[config.mk]
export PLATFORM = sky130hd
export DESIGN_NAME = code_phase_search_seq_flat
export DESIGN_NICKNAME = d
export VERILOG_FILES = /design/src/rtl/code_phase_search_seq_pkg.sv /design/src/rtl/code_phase_search_seq_if.sv /design/src/rtl/code_phase_search_seq_peak_tracker.sv /design/src/rtl/code_phase_search_seq.sv /design/src/flat_wrapper.sv
export SDC_FILE = /design/constraint.sdc
export NUM_CORES = 1
export LEC_CHECK = 0
export CAP_MARGIN = 40
export CELL_PAD_IN_SITES_DETAIL_PLACEMENT = 1
export CELL_PAD_IN_SITES_GLOBAL_PLACEMENT = 2
export CORE_UTILIZATION = 32
export DETAILED_ROUTE_END_ITERATION = 8
export GPL_ROUTABILITY_DRIVEN = 0
export PLACE_DENSITY = 0.89
export SYNTH_ARGS = -nofsm -noshare
export SYNTH_HDL_FRONTEND = slang
export SYNTH_HIERARCHICAL = 1
export SYNTH_SLANG_ARGS = --single-unit
[constraint.sdc]
create_clock -name clk -period 4.6 [get_ports clk]
set_input_delay 0.46 -clock clk [delete_from_list [all_inputs] [get_ports clk]]
set_output_delay 0.46 -clock clk [all_outputs]
set_load 0.01 [all_outputs]
[src/rtl/code_phase_search_seq_pkg.sv]
// Shared types and constants for the acquisition code-phase search path.
// mod_code_len folds an 11-bit phase sum back into the 10-bit code-phase range.
package gps_acq_pkg;

  localparam int CODE_LEN = 1023;
  localparam int PHASE_W  = 10;
  localparam int SUM_W    = 32;
  localparam int ID_W     = 8;

  typedef enum logic [2:0] {
    ST_IDLE  = 3'd0,
    ST_ISSUE = 3'd1,
    ST_WAIT  = 3'd2,
    ST_EVAL  = 3'd3,
    ST_DONE  = 3'd4
  } state_t;

  // Inputs are each < len, so a single conditional subtract is enough.
  function automatic logic [PHASE_W-1:0] mod_code_len(input logic [PHASE_W:0] x,
                                                      input logic [PHASE_W:0] len);
    logic [PHASE_W:0] r;
    r = (x >= len) ? (x - len) : x;
    return r[PHASE_W-1:0];
  endfunction

endpackage

[src/rtl/code_phase_search_seq_if.sv]
// Sequencer <-> correlator bus: phase/start from the sequencer, one-shot result back.
interface code_phase_search_seq_if;
  import gps_acq_pkg::*;

  // corr_start is a one-cycle request to correlate at phase; phase is held
  // stable until the matching corr_done, a one-cycle pulse that qualifies
  // corr_peak_id/corr_peak_sum. There is no backpressure in either direction.
  logic [PHASE_W-1:0]       phase;
  logic                     corr_start;
  logic                     corr_done;
  logic [ID_W-1:0]          corr_peak_id;
  logic signed [SUM_W-1:0]  corr_peak_sum;

  modport master (output phase, corr_start,
                  input  corr_done, corr_peak_id, corr_peak_sum);
  modport slave  (input  phase, corr_start,
                  output corr_done, corr_peak_id, corr_peak_sum);
endinterface

[src/rtl/code_phase_search_seq_peak_tracker.sv]
// Keeps the strongest |sum| seen in a sweep and the absolute code phase it came from.
// Ties keep the earlier window; the most negative sum saturates to the largest positive magnitude.
module peak_tracker
  import gps_acq_pkg::*;
#(
  parameter int CODE_LEN_P = 1023
) (
  input  logic                    clk,
  input  logic                    rst,
  input  logic                    i_clear,
  input  logic                    i_en,
  input  logic [PHASE_W-1:0]      i_phase,
  input  logic [ID_W-1:0]         i_id,
  input  logic signed [SUM_W-1:0] i_sum,
  output logic [SUM_W-1:0]        o_best_mag,
  output logic [PHASE_W-1:0]      o_best_phase
);

  logic [SUM_W-1:0]   r_best_mag;
  logic [PHASE_W-1:0] r_best_phase;
  logic [SUM_W-1:0]   w_mag;
  logic [PHASE_W:0]   w_abs_phase;

  always_comb begin
    w_mag = i_sum;
    if (i_sum == {1'b1, {(SUM_W-1){1'b0}}})
      w_mag = {1'b0, {(SUM_W-1){1'b1}}};
    else if (i_sum[SUM_W-1])
      w_mag = -i_sum;
  end

  assign w_abs_phase = {1'b0, i_phase} + {{(PHASE_W+1-ID_W){1'b0}}, i_id};

  always_ff @(posedge clk) begin
    if (rst || i_clear) begin
      r_best_mag   <= '0;
      r_best_phase <= '0;
    end else if (i_en && (w_mag > r_best_mag)) begin
      r_best_mag   <= w_mag;
      r_best_phase <= mod_code_len(w_abs_phase, (PHASE_W+1)'(CODE_LEN_P));
    end
  end

  assign o_best_mag   = r_best_mag;
  assign o_best_phase = r_best_phase;

endmodule

[src/rtl/code_phase_search_seq.sv]
// Steps the correlator through every code-phase window, one request at a time,
// and reports the strongest peak plus whether it cleared the detection threshold.
module code_phase_search_seq
  import gps_acq_pkg::PHASE_W, gps_acq_pkg::SUM_W, gps_acq_pkg::state_t,
         gps_acq_pkg::ST_IDLE, gps_acq_pkg::ST_ISSUE, gps_acq_pkg::ST_WAIT,
         gps_acq_pkg::ST_EVAL, gps_acq_pkg::ST_DONE, gps_acq_pkg::mod_code_len,
         gps_acq_pkg::ID_W;
#(
  parameter int          CODE_LEN = 1023,
  parameter int          STEP     = 64,
  parameter logic [31:0] THRESH   = 32'd2048,
  parameter int          TIMEOUT  = 4096
) (
  input  logic                    clk,
  input  logic                    rst,
  input  logic                    i_start,
  input  logic                    i_abort,
  code_phase_search_seq_if.master corr,
  output logic                    o_busy,
  output logic                    o_done,
  output logic                    o_found,
  output logic                    o_timeout_err,
  output logic [PHASE_W-1:0]      o_best_phase,
  output logic [SUM_W-1:0]        o_best_mag,
  output state_t                  o_dbg_state
);

  localparam int NWIN  = (CODE_LEN + STEP - 1) / STEP;
  localparam int WIN_W = $clog2(NWIN + 1);
  localparam int TMR_W = $clog2(TIMEOUT + 1);

  state_t                  r_state;
  state_t                  w_next;
  logic [PHASE_W-1:0]      r_phase;
  logic [WIN_W-1:0]        r_win;
  logic [TMR_W-1:0]        r_timer;
  logic [ID_W-1:0]         r_id;
  logic signed [SUM_W-1:0] r_sum;
  logic                    r_found;
  logic                    r_timeout_err;
  logic                    w_accept;
  logic                    w_eval_en;
  logic                    w_timeout;
  logic                    w_last_win;

  assign w_accept   = (r_state == ST_IDLE) && i_start;
  assign w_eval_en  = (r_state == ST_EVAL) && !i_abort;
  assign w_timeout  = (r_timer == TMR_W'(TIMEOUT - 1));
  assign w_last_win = (r_win == WIN_W'(NWIN - 1));

  always_comb begin
    w_next = r_state;
    case (r_state)
      ST_IDLE:  if (i_start) w_next = ST_ISSUE;
      ST_ISSUE: w_next = ST_WAIT;
      ST_WAIT: begin
        if (corr.corr_done)  w_next = ST_EVAL;
        else if (w_timeout)  w_next = ST_DONE;
      end
      ST_EVAL:  w_next = w_last_win ? ST_DONE : ST_ISSUE;
      ST_DONE:  w_next = ST_IDLE;
      default:  w_next = ST_IDLE;
    endcase
    // Abort beats everything except a start arriving while already idle.
    if (i_abort && (r_state != ST_IDLE))
      w_next = ST_IDLE;
  end

  always_ff @(posedge clk) begin
    if (rst) begin
      r_state       <= ST_IDLE;
      r_phase       <= '0;
      r_win         <= '0;
      r_timer       <= '0;
      r_id          <= '0;
      r_sum         <= '0;
      r_found       <= 1'b0;
      r_timeout_err <= 1'b0;
    end else begin
      r_state <= w_next;
      case (r_state)
        ST_IDLE: if (i_start) begin
          r_phase       <= '0;
          r_win         <= '0;
          r_found       <= 1'b0;
          r_timeout_err <= 1'b0;
        end
        ST_ISSUE: r_timer <= '0;
        ST_WAIT: if (!i_abort) begin
          if (corr.corr_done) begin
            r_id  <= corr.corr_peak_id;
            r_sum <= corr.corr_peak_sum;
          end else if (w_timeout) begin
            r_timeout_err <= 1'b1;
          end else begin
            r_timer <= r_timer + 1'b1;
          end
        end
        ST_EVAL: if (!i_abort) begin
          r_phase <= mod_code_len({1'b0, r_phase} + (PHASE_W+1)'(STEP),
                                  (PHASE_W+1)'(CODE_LEN));
          if (!w_last_win) r_win <= r_win + 1'b1;
        end
        ST_DONE: if (!i_abort) r_found <= !r_timeout_err && (o_best_mag > THRESH);
        default: ;
      endcase
    end
  end

  peak_tracker #(.CODE_LEN_P(CODE_LEN)) u_peak (
    .clk          (clk),
    .rst          (rst),
    .i_clear      (w_accept),
    .i_en         (w_eval_en),
    .i_phase      (r_phase),
    .i_id         (r_id),
    .i_sum        (r_sum),
    .o_best_mag   (o_best_mag),
    .o_best_phase (o_best_phase)
  );

  assign corr.phase      = r_phase;
  assign corr.corr_start = (r_state == ST_ISSUE);
  assign o_busy          = (r_state != ST_IDLE);
  assign o_done          = (r_state == ST_DONE) && !i_abort;
  assign o_found         = r_found;
  assign o_timeout_err   = r_timeout_err;
  assign o_dbg_state     = r_state;

endmodule

[src/flat_wrapper.sv]
// flat-port wrapper written by rule: the top's interface ports become plain ports
module code_phase_search_seq_flat import gps_acq_pkg::PHASE_W, gps_acq_pkg::SUM_W, gps_acq_pkg::state_t,
         gps_acq_pkg::ST_IDLE, gps_acq_pkg::ST_ISSUE, gps_acq_pkg::ST_WAIT,
         gps_acq_pkg::ST_EVAL, gps_acq_pkg::ST_DONE, gps_acq_pkg::mod_code_len,
         gps_acq_pkg::ID_W;
#(
  parameter int          CODE_LEN = 1023,
  parameter int          STEP     = 64,
  parameter logic [31:0] THRESH   = 32'd2048,
  parameter int          TIMEOUT  = 4096
)
  (clk, rst, i_start, i_abort, o_busy, o_done, o_found, o_timeout_err, o_best_phase, o_best_mag, o_dbg_state, corr_phase, corr_corr_start, corr_corr_done, corr_corr_peak_id, corr_corr_peak_sum);
  code_phase_search_seq_if corr_i ();
  input  logic clk;
  input  logic rst;
  input  logic i_start;
  input  logic i_abort;
  output logic o_busy;
  output logic o_done;
  output logic o_found;
  output logic o_timeout_err;
  output logic [PHASE_W-1:0] o_best_phase;
  output logic [SUM_W-1:0] o_best_mag;
  output state_t o_dbg_state;
  output wire logic [$bits(corr_i.phase)-1:0] corr_phase;
  output wire logic [$bits(corr_i.corr_start)-1:0] corr_corr_start;
  input wire logic [$bits(corr_i.corr_done)-1:0] corr_corr_done;
  input wire logic [$bits(corr_i.corr_peak_id)-1:0] corr_corr_peak_id;
  input wire logic [$bits(corr_i.corr_peak_sum)-1:0] corr_corr_peak_sum;
  assign corr_phase = corr_i.phase;
  assign corr_corr_start = corr_i.corr_start;
  assign corr_i.corr_done = corr_corr_done;
  assign corr_i.corr_peak_id = corr_corr_peak_id;
  assign corr_i.corr_peak_sum = corr_corr_peak_sum;
  code_phase_search_seq #(.CODE_LEN(CODE_LEN), .STEP(STEP), .THRESH(THRESH), .TIMEOUT(TIMEOUT)) u_core (.clk(clk), .rst(rst), .i_start(i_start), .i_abort(i_abort), .corr(corr_i), .o_busy(o_busy), .o_done(o_done), .o_found(o_found), .o_timeout_err(o_timeout_err), .o_best_phase(o_best_phase), .o_best_mag(o_best_mag), .o_dbg_state(o_dbg_state));
endmodule
==> impl_metrics.ini, run 1 <==
[status]
status = completed

[sta]
period_minus_slack_ns = 4.594
max_slew_margin_pct = 38.94
worst_pin_slew_ns = 0.9098
fmax_ghz = 0.2177
hold_viol = 0
finalCritPeriodShare_pct = 99.86
hold_slack_ns = 0.4535
slew_violations = 0
setup_ws_ns = 0.006432
setup_violations = 0
setup_tns_ns = 0
clock_skew_ns = 0.02540

[synthesis]
syn_area_sq_um = 6823
syn_area_per_cell_sq_um = 7.971
synth-edff-count = 0
synth_area_leaders = dfxtp_1 34%, ha_1 8.8%, nand2_1 7.3%, a21oi_1 5.0%, nor2_1 4.6%
yosysMostFrequentCell = nand2_1
ys_seq_area_share_pct = 33.74
synth_cell_type_count = 64
synth_top_cells_by_count = 133 x nand2_1, 115 x dfxtp_1, 83 x nor2_1
synth.top_cell.area_share_pct = 33.74
ys_seq_elements = 115
synth.largest_area_cell = dfxtp_1
syn-num-nets = 950
syn_inst = 856
synth-main-ff-cell = dfxtp_1
async_reset_ff_share_pct = 0
synth_warnings = 6

[clocking]
cts_tree = done
cts.clk_slew.worst_paths_ns = 0.06
cts_hold_buf = 0
cts.sinks = 115
cts_buffer_depth = 2
cts_root_buffer = clkbuf_16
htreeDepth = 4
worstSkewPairLatency_ns = 0.43
numCtsBuffers = 17

[worst_setup_path]
path_class = reg -> reg
cp.required_ns = 4.92
cp_cell_sequence = or4_1 > nor4_1 > nand4b_1 > o41a_1 > nor3_1 > a21oi_2 > ha_1 > and4_1 > a221o_1 > a221o_1 > o21a_1 > a31o_2 > buf_12 > a311oi_1
cpMaxStageDelayCell = or4_1
worst_path_largest_cell_delay_ns = 0.57
end_kind = register
path_delay_family = compound AO/OA/AOI/OAI gates
cp_max_fo = 77
worstPathArrival_ns = 4.91
cp_num_buf_inv = 1
cpMostUsedCell = a221o_1
cp-start-kind = register

[placement]
postPlaceCellArea_sq_um = 8095
hpwlAfterDp_mm = 14.91
dp_cells = 1202
place.port_buffers = 104
pre_cts_ws_ns = 0.06680

[global_route]
grt_pass1_vias = 6263
antenna_found_initial = 0
grt_max_degree = 78
track_usage_pct = 18.97
grt_pass1_wl_mm = 32.64
overflow = 0

[final_layout]
nFillCells = 2561
drive_gt1_share_pct = 7.277
final_cells = 1237
final_util_pct = 41.88
fin_area_sq_um = 8776
num-nets-final = 1043
diodes = 0
areaGrowthSynthToFinish_pct = 28.63

[drt]
ant_nets = 0
wire_per_inst_um = 16.36
drt_iter0_drc = 293
vias = 6404
drc_errors = 0
drt_wl_total_mm = 20.24
firstDrtPassIters = 5
avgViaCountPerCell = 5.177

[pwr]
vdd_ir_drop_max_uv = 220.0
p_leak_nw = 3.310
switchingPower_mw = 0.7358
switching_share_pct = 26.14
p_int_mw = 2.080
totalPowerFinal_mw = 2.815
combPwrFrac_pct = 12.7
clkPwrFrac_pct = 50.5
p_seq_share_pct = 36.8
p_per_area_nw_per_um2 = 320.8

[die]
die_h_um = 148.0
coreArea_sq_um = 20960
rows = 53
fp.dieArea_sq_um = 21910
start_util_pct = 32.56
pin_count = 105
die_w_um = 148.0

[run]
max_cap_violations = 0

[hold_path]
hold_path.class = reg -> reg
==> flip-flops by register name, summed over array words and instances (netlist names) <==
signal and cells:
u_core/r_timer 13, u_core/o_dbg_state 3, u_core/r_sum 32, u_core/r_win 5, u_core/corr.phase 10, u_core/o_found 1
u_core/u_peak/o_best_phase 10, u_core/o_timeout_err 1, u_core/u_peak/o_best_mag 32, u_core/r_id 8
==> placed cells by master (no fill, tap or decap), types with 5 or more instances in the layout <==
cell type,netlist,routed
a211oi_1,11,11
a21o_1,11,11
a21oi_1,68,67
a311oi_1,27,26
buf_4,0,13
clkbuf_16,0,17
clkdlybuf4s50_1,0,103
dfxtp_1,115,115
ha_1,48,48
inv_1,48,48
mux2i_1,13,13
nand2_1,133,133
nand2b_1,5,5
nand3_1,24,24
nand4_1,17,17
nand4b_1,5,5
nor2_1,83,81
nor2b_1,5,5
nor3_1,16,16
nor4_1,17,16
o21ai_0,17,15
o31ai_1,13,13
or2_2,6,6
or3_1,11,11
or4_1,7,7
xnor2_1,18,18
xor2_1,35,35
==> final timing paths <==
path / from / end / slack (ns) / cells past startpoint
worst max-delay path: u_core/r_sum[19] / u_core/u_peak/o_best_mag[9] / 0.006 / 14
worst min-delay path: u_core/r_timer[12] / u_core/r_timer[12] / 0.45 / 2
worst max register to register: u_core/r_sum[19] / u_core/u_peak/o_best_mag[9] / 0.006 / 14
worst min register to register: u_core/r_timer[12] / u_core/r_timer[12] / 0.45 / 2
==> timing repair <==
action | in CTS | in global routing
setup buffers | 0 | 3
resized for setup | 2 | 7
pin swaps | 0 | 2
setup endpoints to repair | 2 | 42
==> metal layers <==
layer	global-route usage, %	vias to the layer above	part of all wire (%)
met5	0	-	0
met3	4.012	15	4.0
met1	25.71	3035	48
met2	30.38	117	47
met4	4.948	0	0.95
li1	-	3237	-
==> power by group through the flow <==
stage | Sequential, mW | Clock (mW) | Combinational [mW]
floorplan | 1.05 | 0 | 0.219
global placement | 1.06 | 0 | 0.340
detailed placement | 1.06 | 0 | 0.346
CTS | 1.04 | 1.46 | 0.349
global route | 1.04 | 1.50 | 0.394
finish | 1.04 | 1.42 | 0.358
==> layout make-up <==
| class | instances | area, sq um | area share [%] |
|---|---|---|---|
| Multi-Input combinational cell | 648 | 4150 | 47.29 |
| Sequential cell | 115 | 2302 | 26.23 |
| Timing Repair Buffer | 119 | 1169 | 13.32 |
| Clock buffer | 17 | 425.4 | 4.847 |
| Tap cell | 275 | 344.1 | 3.921 |
| Clock inverter | 15 | 205.2 | 2.338 |
| Inverter | 48 | 180.2 | 2.053 |
==> worst reg2reg max path, delay by kind of cell (launching register included) <==
family | cells | cell delay, ns
AOI/OAI and AO/OA | 7 | 2.01
and+or+nand+nor | 5 | 1.57
DFF | 1 | 0.36
adders and majority gates | 1 | 0.31
buffers and inverters | 1 | 0.22
==> kinds of logic (layout without fill, tap and decap cells) <==
logic type	count (synthesis)	count (layout)	synth area share, %
adders and majority gates	49	49	9.096
and+or+nand+nor	347	347	23.99
xor gates and xnor gates	53	53	6.804
DFF	115	115	33.74
muxes	13	13	1.907
AOI/OAI and AO/OA	186	186	18.60
buffers and inverters	93	199	5.868
No activity file was read; power rests on OpenSTA's default activity.
==> inputs of run 2 (changes only) <==
--- a/config.mk
+++ b/config.mk
@@ -11,6 +11,7 @@
 export CORE_UTILIZATION = 32
 export DETAILED_ROUTE_END_ITERATION = 8
 export GPL_ROUTABILITY_DRIVEN = 0
+export GPL_TIMING_DRIVEN = 0
 export PLACE_DENSITY = 0.89
 export SYNTH_ARGS = -nofsm -noshare
 export SYNTH_HDL_FRONTEND = slang
==> impl_metrics.ini, run 2 (synthesis results as in run 1) <==
[die]
fp.dieArea_sq_um = 21910
die_h_um = 148.0
pin_count = 105
die_w_um = 148.0
rows = 53
coreArea_sq_um = 20960
start_util_pct = 32.56

[final_layout]
drive_gt1_share_pct = 8.208
final_cells = 1274
final_cell_mix = 133 x nand2_1, 113 x dfxtp_1, 104 x clkdlybuf4s50_1, 82 x nor2_1, 68 x a21oi_1
final_common_cell = nand2_1
fin_area_sq_um = 8917
areaGrowthSynthToFinish_pct = 30.70
diodes = 0
num-nets-final = 1081

[placement]
hpwlAfterDp_mm = 16.56
postPlaceCellArea_sq_um = 8208
dp_cells = 1235
pre_cts_ws_ns = -0.3105
place.port_buffers = 104

[worst_setup_path]
path_class = reg -> reg
cp_cell_sequence = or4_4 > nor3_4 > nand4b_1 > o41a_1 > a21oi_1 > ha_1 > and4_1 > a221o_1 > a221o_1 > o21a_1 > a31o_1 > buf_6 > buf_6 > buf_6 > a311oi_1
cp.required_ns = 4.92
worstPathArrival_ns = 4.79
worst_path_largest_cell_delay_ns = 0.57
end_kind = register
cpMostUsedCell = buf_6
path_delay_family = compound AO/OA/AOI/OAI gates
cp_num_buf_inv = 3
cp-start-kind = register
cp_max_fo = 10
reg2reg_slack_ns = 0.13
cpMaxStageDelayCell = or4_4

[global_route]
met2_usage_pct = 33.29
grt_pass1_wl_mm = 34.64
grt_max_degree = 17
track_usage_pct = 20.20
use_met1_pct = 27.00
antenna_found_initial = 0
busiest_layer = met2
met3_usage_pct = 3.117
grt_pass1_vias = 6545
overflow = 0

[sta]
setup_ws_ns = 0.1331
slew_violations = 0
period_minus_slack_ns = 4.467
max_slew_margin_pct = 45.02
worst_pin_slew_ns = 0.8197
hold_viol = 0
fmax_ghz = 0.2239
clock_skew_ns = 0.005301
finalCritPeriodShare_pct = 97.11
setup_tns_ns = 0
setup_violations = 0

[clocking]
cts_root_buffer = clkbuf_16
cts_tree = done
numCtsBuffers = 17
cts.sinks = 115
cts_buffer_depth = 2
htreeDepth = 4
cts.clk_slew.worst_paths_ns = 0.05
worstSkewPairLatency_ns = 0.41

[drt]
drt_wl_total_mm = 21.66
ant_nets = 0
wire_per_inst_um = 17.00
drt_iter0_drc = 374
drc_errors = 0
vias = 6611
firstDrtPassIters = 5
avgViaCountPerCell = 5.189

[hold_path]
hold_path.class = reg -> reg

[status]
status = completed

[pwr]
p_per_area_nw_per_um2 = 302.2
vdd_ir_drop_max_uv = 262.6
p_leak_nw = 3.345

[run]
max_cap_violations = 0
[run 2: cell types whose count changed in the layout (fill, tap and decap cells not counted), moves of 4 or more]
cell	previous run	this run
buf_4	13	9
buf_6	0	6
clkbuf_1	0	31
clkbuf_2	0	4
clkinv_2	2	6
[run 2: layout make-up]
cell class,instances,area [sq um]
multi-input cells,648,4200
repair buffers,112,1099
fillers,2555,12040
clock inverters,11,112.6
plain buffers,45,230.2
flip-flops and latches,115,2305
well taps,275,344.1
clock buffers,20,446.7
inverters,48,180.2
[run 2: final timing paths]
path | start | endpoint | depth (start not counted)
worst max register to register | u_core/r_sum[6] | u_core/u_peak/o_best_mag[10] | 15
worst max-delay path | u_core/r_sum[6] | u_core/u_peak/o_best_mag[10] | 15
worst min register to register | u_core/r_timer[12] | u_core/r_timer[12] | 2
worst min-delay path | u_core/r_timer[12] | u_core/r_timer[12] | 2
[run 2: routing by layer]
layer,part of all wire [%],wire (um),vias to the layer above
met5,0,0,-
met1,49,10510,3170
met2,47,10210,119
li1,-,-,3305
met3,3.1,682,17
met4,1.2,255,0
[run 2: repair_timing]
action | CTS | global route
setup buffers | 2 | 5
pin swaps | 1 | 5
gates resized for setup | 4 | 25
hold buffers | 0 | 0
setup endpoints to repair | 42 | 42
[run 2: stage by stage]
stage	utilization (%)	power, mW	hold slack (ns)
final	42.55	2.695	0.4340
after global placement	39.17	1.411	0.4192
after floorplan	-	1.269	0.4080
after detailed placement	39.17	1.416	0.4290
after CTS	41.99	2.708	0.4342
after global routing	42.55	2.820	0.4490
[run 2: power by group]
| part | switching (mW) | leakage (nW) | internal [mW] |
|---|---|---|---|
| Clock | 0.468 | 0.271 | 0.800 |
| Combinational | 0.221 | 2.15 | 0.174 |
| Sequential | 0.0177 | 0.928 | 1.01 |
[run 2: worst reg2reg max path, delay by kind of cell (launching register included)]
family                     cells  cell delay [ns]
adders and majority gates      1             0.31
AOI/OAI and AO/OA              7             2.04
and+or+nand+nor                4             1.27
DFF                            1             0.35
buffers and inverters          3             0.41
